### config.mk
export PLATFORM = sky130hd
export DESIGN_NAME = fetch_pc_unit
export DESIGN_NICKNAME = d
export VERILOG_FILES = /design/src/rtl/fetch_pc_unit.sv
export SDC_FILE = /design/constraint.sdc
export NUM_CORES = 1
export LEC_CHECK = 0
export ABC_AREA = 0
export ABC_CLOCK_PERIOD_IN_PS = 4180
export CAP_MARGIN = 5
export CORE_UTILIZATION = 41
export CTS_CLUSTER_DIAMETER = 80
export DETAILED_ROUTE_END_ITERATION = 8
export GPL_TIMING_DRIVEN = 0
export PLACE_DENSITY = 0.88
export SETUP_SLACK_MARGIN = 0.5
export SLEW_MARGIN = 30
export SYNTH_ARGS = -nofsm -noshare
export SYNTH_HDL_FRONTEND = slang
export SYNTH_SLANG_ARGS = --single-unit
### constraint.sdc
create_clock -name clk -period 4.18 [get_ports clk]
set_clock_uncertainty 0.1 [all_clocks]
set_input_delay 0.418 -clock clk [delete_from_list [all_inputs] [get_ports clk]]
set_output_delay 0.418 -clock clk [all_outputs]
set_load 0.05 [all_outputs]
### src/rtl/fetch_pc_unit.sv
// fetch_pc_unit: PC register and IR fetch stage upstream of the multicycle control unit.
//   clk, Reset (async, active-high)
//   PCSrc/PCWrite/PCWriteCond/BranchOp, alu_zero/alu_lt, alu_result/alu_out -> PC update
//   LoadIR, imem_rdata/imem_ack -> imem_req/imem_addr fetch handshake with timeout
//   pc, instruction, ir_valid, fetch_busy, fetch_err (pulse), misaligned (pulse)
module fetch_pc_unit #(
    parameter logic [31:0] RESET_PC   = 32'h0000_0000,
    parameter logic [31:0] EXC_VECTOR = 32'h0000_00FC,
    parameter int          TIMEOUT    = 8
) (
    input  logic        clk,
    input  logic        Reset,
    input  logic [1:0]  PCSrc,
    input  logic        PCWrite,
    input  logic        PCWriteCond,
    input  logic [1:0]  BranchOp,
    input  logic        alu_zero,
    input  logic        alu_lt,
    input  logic [31:0] alu_result,
    input  logic [31:0] alu_out,
    input  logic        LoadIR,
    input  logic [31:0] imem_rdata,
    input  logic        imem_ack,
    output logic        imem_req,
    output logic [31:0] imem_addr,
    output logic [31:0] pc,
    output logic [31:0] instruction,
    output logic        ir_valid,
    output logic        fetch_busy,
    output logic        fetch_err,
    output logic        misaligned
);
    localparam int CW = TIMEOUT > 1 ? $clog2(TIMEOUT) : 1;
    localparam logic [CW-1:0] LAST = CW'(TIMEOUT - 1);
    typedef enum logic {IDLE, WAIT} state_t;
    state_t        state_q;
    logic [CW-1:0] cnt_q;
    logic [31:0]   pc_q, pc_d, target, instr_q, addr_q;
    logic          req_q, busy_q, valid_q, err_q, mis_q, take, we, bad;
    always_comb begin
        target = PCSrc == 2'b00 ? alu_result : PCSrc == 2'b01 ? alu_out : EXC_VECTOR;
        take   = BranchOp == 2'b00 ? alu_zero : BranchOp == 2'b01 ? !alu_zero :
                 BranchOp == 2'b10 ? !alu_lt : alu_lt;
        // PCSrc=11 is reserved and never writes, regardless of the enables
        we     = PCSrc != 2'b11 && (PCWrite || (PCWriteCond && take));
        bad    = we && target[1:0] != 2'b00;
        pc_d   = we && !bad ? target : pc_q;
    end
    always_ff @(posedge clk or posedge Reset) begin
        if (Reset) begin
            state_q <= IDLE;
            cnt_q   <= '0;
            pc_q    <= RESET_PC;
            instr_q <= '0;
            addr_q  <= '0;
            req_q   <= 1'b0;
            busy_q  <= 1'b0;
            valid_q <= 1'b0;
            err_q   <= 1'b0;
            mis_q   <= 1'b0;
        end else begin
            pc_q  <= pc_d;
            mis_q <= bad;
            err_q <= 1'b0;
            if (state_q == IDLE) begin
                if (LoadIR) begin
                    // pc_q is the pre-update value, so a same-edge PC write does not affect the fetch address
                    addr_q  <= pc_q;
                    req_q   <= 1'b1;
                    busy_q  <= 1'b1;
                    valid_q <= 1'b0;
                    cnt_q   <= '0;
                    state_q <= WAIT;
                end
            end else if (imem_ack) begin
                // ack wins over the timeout boundary
                instr_q <= imem_rdata;
                valid_q <= 1'b1;
                req_q   <= 1'b0;
                busy_q  <= 1'b0;
                state_q <= IDLE;
            end else if (cnt_q == LAST) begin
                req_q   <= 1'b0;
                busy_q  <= 1'b0;
                err_q   <= 1'b1;
                state_q <= IDLE;
            end else begin
                cnt_q <= cnt_q + 1'b1;
            end
        end
    end
    assign pc          = pc_q;
    assign instruction = instr_q;
    assign imem_addr   = addr_q;
    assign imem_req    = req_q;
    assign fetch_busy  = busy_q;
    assign ir_valid    = valid_q;
    assign fetch_err   = err_q;
    assign misaligned  = mis_q;
endmodule

==> run summary, run 1 <==
Final Total Pwr - 3800 uW
CP bufs+invs - 3
Least-Margin Pin Slew - 0.749 ns
largest net degree at the start of global routing - 69
critical-path cell list - clkdlybuf4s50_1, nor2_1, or3_2, a211oi_2, buf_4, buf_4, o22ai_2
number of iterations in the first detailed-routing pass - 4
Max FO, Critical Path - 10
vias in the first global route - 3696
clk sinks - 104
clock root buffer - clkbuf_8
share of layout cells above drive strength 1 - 23.7%
Critical Path RT - 4.32 ns
total track usage - 21.7%
Post-Syn Area per Cell - 14.1 um^2
GR Overflow Total - 0
detailed placer's ending HPWL - 9.21 mm
Final #Nets - 647
port bufs - 207
crit path capture type - flip-flop
initial DRC count - 99
Worst setup SP type - input port
Final Setup Violations - 0
Post-CTS Setup Inserts - 0
slowest CP cell - clkdlybuf4s50_1
vias per cell - 5.09
reg2reg path depth - 5
f_max - 0.441 GHz
antenna-violating nets left - 0
CP arrival - 2.41 ns
synth warn - 0
final wirelength - 12.0 mm
area of the die - 11400 um^2
htree depth - 3
Crit Path Class - in -> reg
leakage - 0.00294 uW
CP dominant cell by count - buf_4
syn nets - 428
Worst Hold Slack - 0.312 ns
cts hold-fix bufs - 0
antenna cells - 0
cts bufs inserted - 9
Mapped Area - 4490 um^2
Max-Cap Viols - 0
unrepaired setup endpoints after global routing - no
Tightest Hold Check Type - in -> async
ys async rst share - 100%
Final Core Density - 66.6%
Starting Density - 42.9%
placer congestion estimate - 0.738
die height - 107 um
Slew HR - 50.0%
# fillers - 813
EDFF count, synth - 0
area of the core - 10500 um^2
Ports - 209
pwr dens - 546 nW/um^2
#FFs+latches synth - 104
Top delay family on crit path - buffers and inverters
placement row count - 37
Final Cycle Share - 54.3%
chip width - 107 um
initial antenna violation count - 0
CTS Buffer Depth - 2
synth-to-layout area growth - 55.2%
Reg-to-Reg End - imem_addr[27]
global-route wire length before repair - 18.9 mm
setup slack at placement - 1.38 ns
Seq/Total Area, Yosys - 58.0%
Final min period - 2.27 ns
top_reg_cell synth - dfrtp_1
Hold Violations, Final - 0
CTS resizes - 0
synth unique cells - 32
clock slew seen by the registers of the worst setup and hold paths - 0.09 ns
via count - 3444
fin worst setup slack - 1.91 ns
Skew-Pair Late Insertion Delay - 0.35 ns
Syn Inst Count - 318
Worst VDD drop - 0.322 mV
max incr delay on CP - 0.49 ns
CTS tree - built
worst r2r src - state_q
outcome - finished clean
Reg2Reg Setup Slack - 2.24 ns
Max Slew Vio Count - 0
Routed WL per cell - 17.7 um
drt drc - 0
==> per-layer routing <==
metal | track usage [%] | share of wire, % | vias to the layer above
met5 | 0 | 0 | -
met4 | 7.34 | 2.0 | 0
met3 | 5.65 | 6.5 | 21
met2 | 38.0 | 51 | 145
met1 | 26.0 | 41 | 1695
li1 | - | - | 1583
==> metrics by stage <==
| step | std cells | setup TNS, ns | area (um^2) |
|---|---|---|---|
| floorplan | 318 | 0 | 4490 |
| global placement | 661 | -43.11 | 6730 |
| detailed placement | 662 | 0 | 6760 |
| CTS | 677 | 0 | 6960 |
| global route | 677 | 0 | 6960 |
| finish | 677 | 0 | 6960 |
==> synthesized netlist by cell type, types with 2 or more instances <==
cell type | instances | area [um^2]
nor3_1 | 2 | 10.0
buf_6 | 3 | 33.8
nand2_1 | 31 | 116
mux2_2 | 71 | 800
inv_1 | 3 | 11.3
a21oi_1 | 2 | 10.0
a31oi_1 | 2 | 12.5
buf_1 | 4 | 15.0
ha_1 | 2 | 25.0
a21boi_0 | 3 | 22.5
buf_4 | 4 | 30.0
o21ai_0 | 3 | 15.0
clkbuf_1 | 6 | 22.5
buf_2 | 5 | 25.0
nor2_1 | 6 | 22.5
o32a_1 | 6 | 60.1
dfrtp_1 | 104 | 2600
o22ai_2 | 24 | 300
mux2i_1 | 24 | 240
==> cells in the final DEF (no fill, tap or decap), drive strengths merged, types with 2 or more instances in the layout <==
| cell | Yosys | routed |
|---|---|---|
| inv | 3 | 3 |
| or3 | 2 | 2 |
| a21boi | 3 | 3 |
| a21oi | 2 | 2 |
| o21ai | 3 | 3 |
| clkbuf | 6 | 17 |
| ha | 2 | 2 |
| dfrtp | 104 | 104 |
| nor2 | 6 | 6 |
| nor3 | 2 | 2 |
| clkinv | 0 | 2 |
| clkdlybuf4s50 | 0 | 207 |
| o22ai | 24 | 24 |
| mux2 | 71 | 71 |
| a31oi | 2 | 2 |
| nand2 | 31 | 31 |
| o32a | 6 | 6 |
| and2 | 2 | 2 |
| buf | 16 | 17 |
| mux2i | 24 | 24 |
==> kinds of logic after synthesis <==
group | synth area share, %
muxes | 23.2
AOI/OAI and AO/OA | 10.6
buffers and inverters | 3.07
and+or+nand+nor | 4.57
adders and majority gates | 0.558
DFF | 58.0
==> sequential cells by signal, indices dropped and copies added, names as in the netlist <==
| name | count |
|---|---|
| fetch_err | 1 |
| state_q | 1 |
| instruction | 32 |
| fetch_busy | 1 |
| misaligned | 1 |
| cnt_q | 3 |
| ir_valid | 1 |
| imem_addr | 32 |
| pc | 32 |
==> worst max-delay path by stage <==
stage	cells past startpoint	startpoint	to
floorplan	1	Reset	cnt_q[0]
global placement	2	Reset	imem_addr[25]
detailed placement	6	alu_out[1]	pc[21]
CTS	6	alu_out[1]	pc[14]
global route	7	BranchOp[1]	pc[8]
finish	7	BranchOp[1]	pc[8]
==> where the power goes <==
| group | switching (uW) | internal (uW) | leakage, uW |
|---|---|---|---|
| clock | 331 | 293 | 0.0000956 |
| combinational | 1110 | 687 | 0.00157 |
| sequential | 141 | 1240 | 0.00128 |
==> cell type report <==
class	instances	area, um^2	area share [%]
Tap cell	136	170	2.44
Multi-Input combinational cell	189	1750	25.2
Clock buffer	11	141	2.03
Buffer	22	126	1.81
Timing Repair Buffer	208	2100	30.2
Clock inverter	4	55.1	0.791
Inverter	3	16.3	0.234
Sequential cell	104	2600	37.4
Power figures use the tool's default switching activity.
==> run 2, diff against run 1 <==
--- a/config.mk
+++ b/config.mk
@@ -6,7 +6,7 @@
 export NUM_CORES = 1
 export LEC_CHECK = 0
 export ABC_AREA = 0
-export ABC_CLOCK_PERIOD_IN_PS = 4180
+export ABC_CLOCK_PERIOD_IN_PS = 2300
 export CAP_MARGIN = 5
 export CORE_UTILIZATION = 41
 export CTS_CLUSTER_DIAMETER = 80
==> constraint.sdc (replaced) <==
create_clock -name clk -period 2.3 [get_ports clk]
set_clock_uncertainty 0.1 [all_clocks]
set_input_delay 0.23 -clock clk [delete_from_list [all_inputs] [get_ports clk]]
set_output_delay 0.23 -clock clk [all_outputs]
set_load 0.05 [all_outputs]
==> run summary, run 2 (synthesized netlist as in run 1, its figures left out) <==
outcome - finished clean
total track usage - 22.8%
met2 routed WL - 6.74 mm
Least-Margin Pin Slew - 0.747 ns
detailed placer's ending HPWL - 9.51 mm
initial antenna violation count - 0
Critical Path RT - 2.45 ns
Reg2Reg Setup Slack - 0.57 ns
reg2reg path depth - 5
met3 wire len - 826 um
clk sinks - 104
placement row count - 37
leakage - 0.00332 uW
CP arrival - 1.97 ns
cts bufs inserted - 9
unrepaired setup endpoints after global routing - no
Final min period - 1.83 ns
max incr delay on CP - 0.51 ns
initial DRC count - 103
cts hold-fix bufs - 0
port bufs - 207
final wirelength - 12.6 mm
Skew-Pair Late Insertion Delay - 0.35 ns
via count - 3541
CP bufs+invs - 3
Reg-to-Reg End - cnt_q[2]
Worst VDD drop - 0.509 mV
Final Core Density - 68.0%
Worst setup SP type - input port
drt drc - 0
htree depth - 3
largest net degree at the start of global routing - 32
Worst path depth - 7
commonest cells after routing, fill and taps aside - 104 x dfrtp_1, 104 x dlygate4sd2_1, 101 x clkdlybuf4s50_1
share of layout cells above drive strength 1 - 28.9%
antenna-violating nets left - 0
number of iterations in the first detailed-routing pass - 4
# fillers - 831
uppermost layer routed - met4
antenna cells - 0
clock slew seen by the registers of the worst setup and hold paths - 0.11 ns
Max Slew Vio Count - 0
die height - 107 um
Final #Nets - 662
Starting Density - 42.9%
Tightest Hold Check Type - in -> async
area of the die - 11400 um^2
synth-to-layout area growth - 58.6%
Crit Path Class - in -> reg
vias per cell - 5.11
Ports - 209
Hold Violations, Final - 0
pwr dens - 933 nW/um^2
chip width - 107 um
cell area after layout - 7120 um^2
Max FO, Critical Path - 6
worst r2r src - cnt_q[0]
Final Cycle Share - 79.4%
GR Overflow Total - 0
slowest CP cell - clkdlybuf4s50_1
area of the core - 10500 um^2
Max-Cap Viols - 0
CTS tree - built
Placement Cell Area - 6790 um^2
Worst Hold Slack - 0.140 ns
clock root buffer - clkbuf_8
placer congestion estimate - 0.760
CTS Buffer Depth - 2
vias in the first global route - 3854
Top delay family on crit path - buffers and inverters
CP startpoint - alu_out[0]
Worst Setup EP - pc[5]
global-route wire length before repair - 19.7 mm
crit path capture type - flip-flop
critical-path cell list - clkdlybuf4s50_1, nor3b_4, buf_4, or3_1, and2_1, buf_1, o32a_1
Final Setup Violations - 0
M1 WL - 4.86 mm
Routed WL per cell - 18.2 um
f_max - 0.547 GHz
Slew HR - 50.2%
## run 2: cell types whose count changed in the layout (fill, tap and decap cells not counted), moves of 3 or more
cell and delta:
buf_1 -3, buf_12 +4, buf_4 +9, clkbuf_1 -6, clkbuf_2 +5, clkdlybuf4s50_1 -106
dlygate4sd2_1 +104
## run 2: timing repair
item / 4_1_cts / 5_1_grt
gates cloned: 3 / 0
pin swaps: 5 / 10
buffers inserted: 5 / 5
endpoints found under the setup margin: 191 / 60
gates resized for setup: 129 / 23
## run 2: how the worst min path moves through the flow
stage / depth (start not counted) / slack (ns) / end / start
after floorplan: 1 / 0.20 / fetch_err / imem_ack
after global placement: 2 / 0.38 / ir_valid / ir_valid
after detailed placement: 1 / 0.39 / instruction[15] / instruction[15]
after CTS: 2 / 0.14 / imem_addr[10] / Reset
after global routing: 2 / 0.16 / instruction[9] / Reset
final: 2 / 0.14 / instruction[8] / Reset
## run 2: layout make-up
class	instances	area, um^2	area share, %
plain buffers	22	163	2.29
multi-input cells	189	1830	25.7
repair buffers	223	2150	30.2
flip-flops and latches	104	2600	36.6
inverters	3	15.0	0.211
clock inverters	6	51.3	0.721
clock buffers	10	138	1.93
well taps	136	170	2.39
## run 2: stage by stage
stage | setup slack [ns] | setup TNS (ns) | std cells | total power (uW)
5_1_grt | 0.472 | 0 | 693 | 6920
6_report | 0.473 | 0 | 693 | 6640
3_5_place_dp | -0.220 | -3.59 | 664 | 5840
2_1_floorplan | 0.504 | 0 | 318 | 4580
3_3_place_gp | -0.234 | -25.97 | 661 | 5730
4_1_cts | 0.474 | 0 | 688 | 6660
## run 2: power by group
group	switching [uW]	internal [uW]
registers	243	2240
clock network	637	439
logic	2060	1020
## run 2: routing by layer
layer	GRT usage [%]	vias up
met5	0	-
met4	7.44	0
met3	5.23	19
met2	42.5	150
met1	25.4	1756
li1	-	1616
